**config.mk**
```make
export PLATFORM = sky130hd
export DESIGN_NAME = rng_bank_flat
export DESIGN_NICKNAME = d
export VERILOG_FILES = /design/src/rtl/rng_pkg.sv /design/src/rtl/rng_bank_if.sv /design/src/rtl/rng_bank_lfsr16.sv /design/src/rtl/rng_bank.sv /design/src/flat_wrapper.sv
export SDC_FILE = /design/constraint.sdc
export NUM_CORES = 1
export LEC_CHECK = 0
export BUFFER_PORTS_ARGS = -buffer_cell sky130_fd_sc_hd__clkbuf_2
export CAP_MARGIN = 0
export CORE_ASPECT_RATIO = 1.5
export CORE_UTILIZATION = 57
export CTS_BUF_LIST = sky130_fd_sc_hd__clkbuf_8
export DETAILED_ROUTE_END_ITERATION = 8
export PLACE_DENSITY = 0.82
export SLEW_MARGIN = 5
export SYNTH_ARGS = -nofsm -noshare
export SYNTH_HDL_FRONTEND = slang
export SYNTH_HIERARCHICAL = 1
export SYNTH_SLANG_ARGS = --single-unit
export TNS_END_PERCENT = 1
```
**constraint.sdc**
```tcl
create_clock -name clk -period 2.56 [get_ports clk]
set_input_delay 0.512 -clock clk [delete_from_list [all_inputs] [get_ports clk]]
set_output_delay 0.512 -clock clk [all_outputs]
set_load 0.03 [all_outputs]
```
**src/rtl/rng_pkg.sv**
```systemverilog
// Shared types and constants for the rng_bank random-word generator.
package rng_pkg;

    localparam int unsigned RNG_W         = 16;
    localparam int unsigned RNG_NUM_DRAWS = 9;
    localparam int unsigned RNG_CNT_W     = 4;
    localparam logic [RNG_W-1:0] RNG_TAPS = 16'hB400;

    typedef enum logic [1:0] {
        IDLE = 2'd0,
        SEED = 2'd1,
        FILL = 2'd2,
        DONE = 2'd3
    } rng_state_e;

    // One Galois right-shift step
    function automatic logic [RNG_W-1:0] lfsr_step(input logic [RNG_W-1:0] v);
        return (v >> 1) ^ (v[0] ? RNG_TAPS : RNG_W'(0));
    endfunction

    // All-zero is the LFSR lock-up state, so map it to 1
    function automatic logic [RNG_W-1:0] lfsr_nz(input logic [RNG_W-1:0] v);
        return (v == RNG_W'(0)) ? RNG_W'(1) : v;
    endfunction

endpackage

```
**src/rtl/rng_bank_if.sv**
```systemverilog
// Deal request and drawn-word bus between rng_bank and the card-generation stage.
interface rng_bank_if;

    logic        start;
    logic [15:0] random_number1;
    logic [15:0] random_number2;
    logic [15:0] random_number3;
    logic [15:0] random_number4;
    logic [15:0] random_number5;
    logic [15:0] random_number6;
    logic [15:0] random_number7;
    logic [15:0] random_number8;
    logic [15:0] random_number9;
    logic        work_done_rng;

    modport master (
        output start,
        input  random_number1, random_number2, random_number3,
        input  random_number4, random_number5, random_number6,
        input  random_number7, random_number8, random_number9,
        input  work_done_rng
    );

    modport slave (
        input  start,
        output random_number1, random_number2, random_number3,
        output random_number4, random_number5, random_number6,
        output random_number7, random_number8, random_number9,
        output work_done_rng
    );

endinterface

```
**src/rtl/rng_bank_lfsr16.sv**
```systemverilog
// 16-bit Galois LFSR with synchronous load, step enable and zero-lock guard.
module lfsr16
    import rng_pkg::*;
#(
    parameter logic [15:0] RESET_VAL = 16'h0001
) (
    input  logic        clk,
    input  logic        rst_n,
    input  logic        en,
    input  logic        load,
    input  logic [15:0] load_val,
    output logic [15:0] q
);

    localparam logic [15:0] RESET_NZ = lfsr_nz(RESET_VAL);

    // Load wins over step; a zero load value is forced to 1
    always_ff @(posedge clk or negedge rst_n) begin
        if (!rst_n) begin
            q <= RESET_NZ;
        end else if (load) begin
            q <= lfsr_nz(load_val);
        end else if (en) begin
            q <= lfsr_step(lfsr_nz(q));
        end
    end

endmodule

```
**src/rtl/rng_bank.sv**
```systemverilog
// Draws nine 16-bit LFSR words per deal request and flags completion.
// Optional macro RNG_FREE_RUN_EN: LFSR free-runs and SEED keeps its value.
module rng_bank
    import rng_pkg::*;
#(
    parameter logic [15:0]  SEED = 16'hACE1,
    parameter int unsigned  STEP = 3
) (
    input  logic        clk,
    input  logic        rst_n,
    rng_bank_if.slave   bus
);

    localparam logic [RNG_W-1:0]     SEED_NZ   = lfsr_nz(SEED);
    localparam logic [RNG_CNT_W-1:0] STEP_LAST = RNG_CNT_W'(STEP - 1);
    localparam logic [RNG_CNT_W-1:0] IDX_LAST  = RNG_CNT_W'(RNG_NUM_DRAWS - 1);

    rng_state_e           state;
    logic                 start_q;
    logic [RNG_CNT_W-1:0] idx;
    logic [RNG_CNT_W-1:0] step_cnt;
    logic [RNG_W-1:0]     words [RNG_NUM_DRAWS];
    logic                 done;

    logic                 start_rise_c;
    logic                 capture_c;
    logic                 lfsr_en_c;
    logic                 lfsr_load_c;
    logic [RNG_W-1:0]     lfsr_q;
    logic [RNG_W-1:0]     lfsr_next_c;

    assign start_rise_c = bus.start & ~start_q;
    assign capture_c    = (state == FILL) && (step_cnt == STEP_LAST);
    assign lfsr_next_c  = lfsr_step(lfsr_q);

`ifdef RNG_FREE_RUN_EN
    // Button timing supplies entropy: never reload, always advance
    assign lfsr_en_c   = 1'b1;
    assign lfsr_load_c = 1'b0;
`else
    // Repeatable deals: reload at SEED, advance only while filling
    assign lfsr_en_c   = (state == FILL);
    assign lfsr_load_c = (state == rng_pkg::SEED);
`endif

    lfsr16 #(
        .RESET_VAL (SEED_NZ)
    ) u_lfsr (
        .clk      (clk),
        .rst_n    (rst_n),
        .en       (lfsr_en_c),
        .load     (lfsr_load_c),
        .load_val (SEED_NZ),
        .q        (lfsr_q)
    );

    // Deal sequencer, draw counters and output registers
    always_ff @(posedge clk or negedge rst_n) begin
        if (!rst_n) begin
            state    <= IDLE;
            start_q  <= 1'b0;
            idx      <= '0;
            step_cnt <= '0;
            done     <= 1'b0;
            for (int unsigned i = 0; i < RNG_NUM_DRAWS; i++) begin
                words[i] <= '0;
            end
        end else begin
            start_q <= bus.start;
            case (state)
                IDLE: begin
                    if (start_rise_c) begin
                        state <= rng_pkg::SEED;
                    end
                end
                rng_pkg::SEED: begin
                    for (int unsigned i = 0; i < RNG_NUM_DRAWS; i++) begin
                        words[i] <= '0;
                    end
                    done     <= 1'b0;
                    idx      <= '0;
                    step_cnt <= '0;
                    state    <= FILL;
                end
                FILL: begin
                    if (capture_c) begin
                        words[idx] <= lfsr_next_c;
                        step_cnt   <= '0;
                        idx        <= idx + RNG_CNT_W'(1);
                        if (idx == IDX_LAST) begin
                            done  <= 1'b1;
                            state <= DONE;
                        end
                    end else begin
                        step_cnt <= step_cnt + RNG_CNT_W'(1);
                    end
                end
                DONE: begin
                    if (start_rise_c) begin
                        state <= rng_pkg::SEED;
                    end
                end
                default: state <= IDLE;
            endcase
        end
    end

    assign bus.random_number1 = words[0];
    assign bus.random_number2 = words[1];
    assign bus.random_number3 = words[2];
    assign bus.random_number4 = words[3];
    assign bus.random_number5 = words[4];
    assign bus.random_number6 = words[5];
    assign bus.random_number7 = words[6];
    assign bus.random_number8 = words[7];
    assign bus.random_number9 = words[8];
    assign bus.work_done_rng  = done;

endmodule

```
**src/flat_wrapper.sv**
```systemverilog
// flat-port wrapper written by rule: the top's interface ports become plain ports
module rng_bank_flat import rng_pkg::*;
#(
    parameter logic [15:0]  SEED = 16'hACE1,
    parameter int unsigned  STEP = 3
)
  (clk, rst_n, bus_start, bus_random_number1, bus_random_number2, bus_random_number3, bus_random_number4, bus_random_number5, bus_random_number6, bus_random_number7, bus_random_number8, bus_random_number9, bus_work_done_rng);
  rng_bank_if bus_i ();
  input  logic clk;
  input  logic rst_n;
  input wire logic [$bits(bus_i.start)-1:0] bus_start;
  output wire logic [$bits(bus_i.random_number1)-1:0] bus_random_number1;
  output wire logic [$bits(bus_i.random_number2)-1:0] bus_random_number2;
  output wire logic [$bits(bus_i.random_number3)-1:0] bus_random_number3;
  output wire logic [$bits(bus_i.random_number4)-1:0] bus_random_number4;
  output wire logic [$bits(bus_i.random_number5)-1:0] bus_random_number5;
  output wire logic [$bits(bus_i.random_number6)-1:0] bus_random_number6;
  output wire logic [$bits(bus_i.random_number7)-1:0] bus_random_number7;
  output wire logic [$bits(bus_i.random_number8)-1:0] bus_random_number8;
  output wire logic [$bits(bus_i.random_number9)-1:0] bus_random_number9;
  output wire logic [$bits(bus_i.work_done_rng)-1:0] bus_work_done_rng;
  assign bus_i.start = bus_start;
  assign bus_random_number1 = bus_i.random_number1;
  assign bus_random_number2 = bus_i.random_number2;
  assign bus_random_number3 = bus_i.random_number3;
  assign bus_random_number4 = bus_i.random_number4;
  assign bus_random_number5 = bus_i.random_number5;
  assign bus_random_number6 = bus_i.random_number6;
  assign bus_random_number7 = bus_i.random_number7;
  assign bus_random_number8 = bus_i.random_number8;
  assign bus_random_number9 = bus_i.random_number9;
  assign bus_work_done_rng = bus_i.work_done_rng;
  rng_bank #(.SEED(SEED), .STEP(STEP)) u_core (.clk(clk), .rst_n(rst_n), .bus(bus_i));
endmodule
```
Word-level counts from Yosys, hierarchy flattened
Index checks and enable logic that the tools add are counted.
{"block": "op_classes", "addsub": 2, "n_lt_le_gt_ge": 2, "n_eq_ne": 8, "muxes": 21, "n_bitwise": 5, "reduce_logical": 9}
{"op": "144-bit case mux with 2 select lines", "n": 1}
{"op": "144-bit bitwise mux", "n": 1}
{"op": "144-bit 2-to-1 mux", "n": 1}
{"op": "16-bit 2-to-1 mux", "n": 6}
{"op": "16-bit demux with 4-bit select", "n": 1}
{"op": "15-bit by 16-bit XOR with 16-bit output", "n": 2}
{"op": "16-bit zero test", "n": 1}
{"op": "4-bit case mux with 2 select lines", "n": 2}
{"op": "4-bit by 1-bit adder with 4-bit output (second input constant)", "n": 2}
{"op": "4-bit 2-to-1 mux", "n": 2}
{"op": "2-bit 2-to-1 mux", "n": 3}
{"op": "2-bit case mux with 3 select lines", "n": 1}
{"op": "3-bit AND reduction", "n": 2}
{"op": "5-bit >= comparator (second input constant)", "n": 1}
{"op": "5-bit by 1-bit < comparator with 1-bit output (second input constant)", "n": 1}
{"op": "4-bit inverter with 5-bit output", "n": 1}
{"op": "2-bit == test (second input constant)", "n": 2}
{"op": "4-bit by 2-bit == test with 1-bit output (second input constant)", "n": 1}
{"op": "4-bit == test (second input constant)", "n": 1}
{"op": "2-bit by 1-bit inequality test with 1-bit output (second input constant)", "n": 2}
{"op": "2-bit by 1-bit == test with 1-bit output (second input constant)", "n": 1}
{"op": "1-bit logical AND", "n": 2}
{"op": "2-bit zero test", "n": 1}
{"op": "1-bit 2-to-1 mux", "n": 2}
{"op": "other kinds (7)", "n": 7}
{"block": "totals", "ff_bits": 172, "output_inout_bits": 145, "wordCells": 62}

Depth between registers and ports, before layout
{"block": "logic_depth", "word_depth": 8, "mapped_depth": 9}

Modules after synthesis
Netlist, hierarchy kept.
{"mod": "rng_bank", "n_inst": 1, "cells_each": 479, "area_each_um2": 6416.2, "seq_area_each_um2": 3903.7}
{"mod": "lfsr16", "n_inst": 1, "cells_each": 85, "area_each_um2": 898.4, "seq_area_each_um2": 410.4}

Worst setup path before layout
No wires, ideal clock.
{"block": "synth_path", "path_type": "register -> register", "start": "register u_core.state[1]", "end": "register u_core.words, in the netlist u_core/bus.random_number9[11]", "t_arrival_ps": 1738, "required_time_ps": 2438, "slack_ps": 701, "stages_incl_launch_ff": 9, "path_buffers": 3, "period_less_slack_ps": 1859, "cell_sequence": "dfrtp_1 > inv_1 > ha_1 > nor2b_1 > buf_4 > buf_2 > a21oi_4 > buf_6 > a32o_1"}
{"block": "synth_via", "elab_cells_between_ends": 7, "classes_between": "eq/ne: 3; mux: 1; reduce/logical: 3"}
{"element": "start, declared", "line": "rng_bank.sv:18", "text": "rng_state_e state;"}
{"element": "start signal, assigned", "line": "rng_bank.sv:73", "text": "state <= rng_pkg::SEED;"}
{"element": "start signal, assigned", "line": "rng_bank.sv:100", "text": "state <= rng_pkg::SEED;"}
{"element": "2-bit by 1-bit == test with 1-bit output (*)"}
{"element": "net u_core.lfsr_load_c", "line": "rng_bank.sv:28", "text": "logic lfsr_load_c;"}
{"element": "2-bit nonzero test (no source line)"}
{"element": "2-bit AND reduction (no source line)"}
{"element": "end signal, assigned by index", "line": "rng_bank.sv:87", "text": "words[idx] <= lfsr_next_c;"}
{"element": "end, declared", "line": "rng_bank.sv:22", "text": "logic [RNG_W-1:0] words [RNG_NUM_DRAWS];"}
Mark *: on every way through the listed nets, which the timed path passes. The rest lies on a longest branch.
A chain may end at the register's enable or synchronous reset.

Worst setup path in the final report
{"block": "layout_path", "start": "register u_core.state[0]", "end": "register u_core.words, in the netlist u_core/bus.random_number4[0]"}
{"block": "layout_via", "elab_chain_len": 4, "elab_cells_between_ends": 7, "classes_between": "eq/ne: 3; mux: 1; reduce/logical: 3"}
{"element": "2-bit == test (*)"}
{"element": "net u_core.lfsr_en_c", "line": "rng_bank.sv:27", "text": "logic lfsr_en_c;"}
{"element": "1-bit logical AND", "line": "rng_bank.sv:33", "text": "assign capture_c = (state == FILL) && (step_cnt == STEP_LAST);"}
{"element": "2-bit by 1-bit inequality test with 1-bit output (no source line)"}
{"element": "2-bit AND reduction (no source line)"}
Marks and branches as above.

==> flow_metrics.py <==
metrics = {
    "logic_synthesis": {
        "synth-main-ff-cell": "dfrtp_1",
        "syn_area_per_cell_um2": 12.97,
        "syn-cell-area_mm2": 0.007315,
        "ys_seq_elements": 172,
        "async_flop_share_pct": 100.0,
        "ys_types": 61,
        "syn_inst": 564,
        "yosysSeqAreaShare_pct": 58.98,
        "yosysWarnings": 6,
        "synth_edf_count": 0,
    },
    "setup_path": {
        "reg2reg_depth": 6,
        "critPathCaptureType": "flip-flop",
        "crit_chain": "inv_1 > ha_2 > buf_4 > nand2_1 > nor2_1 > a22o_1",
        "startpoint_type": "flip-flop",
        "cp-startpoint": "u_core/state[0]",
        "critPathKind": "flip-flop to flip-flop",
        "critPathSlowestCell": "buf_4",
        "reg2reg_to": "u_core/bus.random_number4[0]",
        "timing.rr.start": "u_core/state[0]",
        "r2r_slack_ns": 0.17,
        "cp_data_arrival_time_ns": 2.79,
        "cp_max_fo": 50,
        "endpoint": "u_core/bus.random_number4[0]",
        "worst_ep_required_time_ns": 2.96,
        "slowest_delay_ns": 0.54,
    },
    "layout": {
        "layout_common_cells": "dfrtp_1, clkbuf_2, a22o_1",
        "nets": 740,
        "design_area_mm2": 0.008584,
        "final_layout_size_suffix_gt1_share_pct": 30.09,
        "final_common_cell": "dfrtp_1",
        "utilization_pct": 68.61,
        "antenna_cells": 0,
        "syn_to_final_growth_pct": 17.36,
    },
    "floorplan": {
        "die_y_um": 140.7,
        "coreArea_mm2": 0.01251,
        "io_pins": 148,
        "start_util_pct": 58.46,
        "die_w_um": 94.50,
        "rows": 50,
        "dieArea_mm2": 0.01330,
    },
    "global_route": {
        "track_usage_pct": 30.44,
        "grt_max_degree": 66,
        "antenna_found_initial": 0,
        "grt_pass1_wl_um": 30480,
        "grt_pass1_vias": 5682,
        "overflow": 0,
    },
    "clock_tree": {
        "clock_tree.buffer_depth": 2,
        "h-tree-depth": 4,
        "cts_tree": "done",
        "cts_buffers": 17,
        "clk_pin_slew_ns": 0.11,
        "cts.sinks": 172,
        "cts-root-buf": "clkbuf_8",
        "clkLatencyLatePin_ns": 0.47,
        "cts_setup_buffers": 0,
    },
    "timing": {
        "drv_slew": 0,
        "fin_crit_sh_pct": 93.32,
        "relSlewSlack_pct": 48.37,
        "worstMarginPinSlew_ns": 0.7729,
        "tns_ns": 0,
        "rsz0062_at_grt": "no",
        "fin_crit_ns": 2.389,
        "fin_skew_ns": 0.01770,
        "clock.fmax_mhz": 418.6,
        "setup_viol": 0,
        "finalHoldViolations": 0,
    },
    "drt": {
        "routedWlPerCell_um": 21.64,
        "top_layer": "met4",
        "route.met2.wl_um": 10110,
        "viasPerCell": 6.298,
        "dr.pass1.iters": 5,
        "drt_iter0_markers": 407,
        "wl_met3_um": 1171,
        "wirelength_um": 19410,
        "routedLengthMet1_um": 7342,
        "ant_nets": 0,
        "vias": 5649,
        "drc_errors": 0,
    },
    "job": {
        "cap_violations": 0,
    },
    "power_and_ir_drop": {
        "powerDensity_mw_per_mm2": 881.1,
        "power_leakage_nw": 4.254,
        "ir_drop_mv": 0.5504,
    },
    "status": {
        "status": "finished, final reports clean",
    },
    "placed_design": {
        "gp_congestion": 0.8804,
        "dp_hpwl_um": 13600,
        "placed_area_mm2": 0.008194,
        "io_buffers": 147,
    },
    "worst_hold_path": {
        "hp-class": "input pin to async pin",
    },
}
repair_timing:
item | CTS | global route
endpoints found under the setup margin | 17 | 0
gates resized for setup | 1 | 0
hold buffers | 0 | 0
endpoints found under the hold margin | 0 | 0
metal layers:
metal | global-route usage, % | vias to the layer above
met5 | 0 | -
met4 | 13.64 | 0
met3 | 6.526 | 57
met2 | 52.21 | 281
met1 | 36.34 | 2886
li1 | - | 2425
synth_stat cells (4+ instances only):
| cell type | count | area share (%) |
|---|---|---|
| buf_4 | 6 | 0.62 |
| nor2b_1 | 5 | 0.43 |
| dfstp_2 | 8 | 2.9 |
| ha_1 | 9 | 1.5 |
| a31oi_1 | 5 | 0.43 |
| dfrtp_1 | 164 | 56 |
| nand2b_1 | 7 | 0.60 |
| a22o_1 | 112 | 13 |
| nor2_1 | 28 | 1.4 |
| a31oi_4 | 8 | 2.3 |
| nor4_1 | 4 | 0.34 |
| o21ai_0 | 16 | 1.1 |
| o31ai_1 | 6 | 0.62 |
| clkbuf_1 | 5 | 0.26 |
| xor2_1 | 4 | 0.48 |
| a21oi_1 | 4 | 0.27 |
| a32o_1 | 13 | 1.8 |
| mux2i_1 | 11 | 1.5 |
| buf_6 | 6 | 0.92 |
| o2bb2ai_1 | 19 | 2.3 |
| buf_2 | 20 | 1.4 |
| nand2_1 | 30 | 1.5 |
| inv_1 | 9 | 0.46 |
| nand3_1 | 8 | 0.55 |
| o21ai_1 | 8 | 0.55 |
flip-flops by register name, summed over array words and instances (netlist names), 4 cells and up:
name                       count
u_core/u_lfsr/q               16
u_core/bus.random_number2     16
u_core/bus.random_number9     16
u_core/bus.random_number4     16
u_core/bus.random_number8     16
u_core/step_cnt                4
u_core/bus.random_number5     16
u_core/bus.random_number6     16
u_core/bus.random_number3     16
u_core/bus.random_number7     16
u_core/bus.random_number1     16
u_core/idx                     4
through the flow:
| stage | setup slack, ns | power (W) | hold slack, ns | cells |
|---|---|---|---|---|
| 4_1_cts | 0.2243 | 0.007524 | 0.01354 | 897 |
| 2_1_floorplan | 0.7005 | 0.005076 | 0.2164 | 593 |
| 6_report | 0.1710 | 0.007564 | 0.005417 | 897 |
| 3_3_place_gp | 0.1386 | 0.005573 | 0.4774 | 865 |
| 3_5_place_dp | 0.002330 | 0.005678 | 0.4747 | 865 |
| 5_1_grt | 0.02646 | 0.007867 | 0.003104 | 897 |
worst max-delay path, delay by kind of cell (launching register included):
family	cells	cell delay, ns
and+or+nand+nor	2	0.60
DFF	1	0.44
adders and majority gates	1	0.39
buffers and inverters	2	0.65
AOI/OAI and AO/OA	1	0.21
logic make-up after synthesis:
group	Yosys count	share of synthesized area (%)
compound gates	207	24.89
flops	172	58.98
simple gates	105	7.869
buf+inv	51	4.276
mux	11	1.505
fa+ha+maj	9	1.540
xor+xnor	7	0.8382
other cells	2	0.1027
power by group:
part,internal (W),switching (W)
clock network,0.000728,0.00113
logic,0.000670,0.00157
registers,0.00304,0.000424
total,0.00444,0.00313
final cells by class:
cell class                      instances  area, um^2
Sequential cell                       172        4314
Fill cell                             911        3928
Multi-Input combinational cell        370        2806
Timing Repair Buffer                  158       849.6
Clock buffer                           17       234.0
Tap cell                              156       195.2
Clock inverter                         15       151.4
Inverter                                9       33.78
worst min-delay path by stage:
stage	cells after the start	startpoint	end
finish	1	rst_n	u_core/bus.random_number4[14]
global route	1	rst_n	u_core/bus.random_number4[14]
CTS	1	rst_n	u_core/state[0]
detailed placement	1	u_core/bus.random_number7[12]	u_core/bus.random_number7[12]
global placement	1	u_core/bus.random_number9[9]	u_core/bus.random_number9[9]
floorplan	0	rst_n	u_core/bus.random_number1[0]
Power figures use the tool's default switching activity.
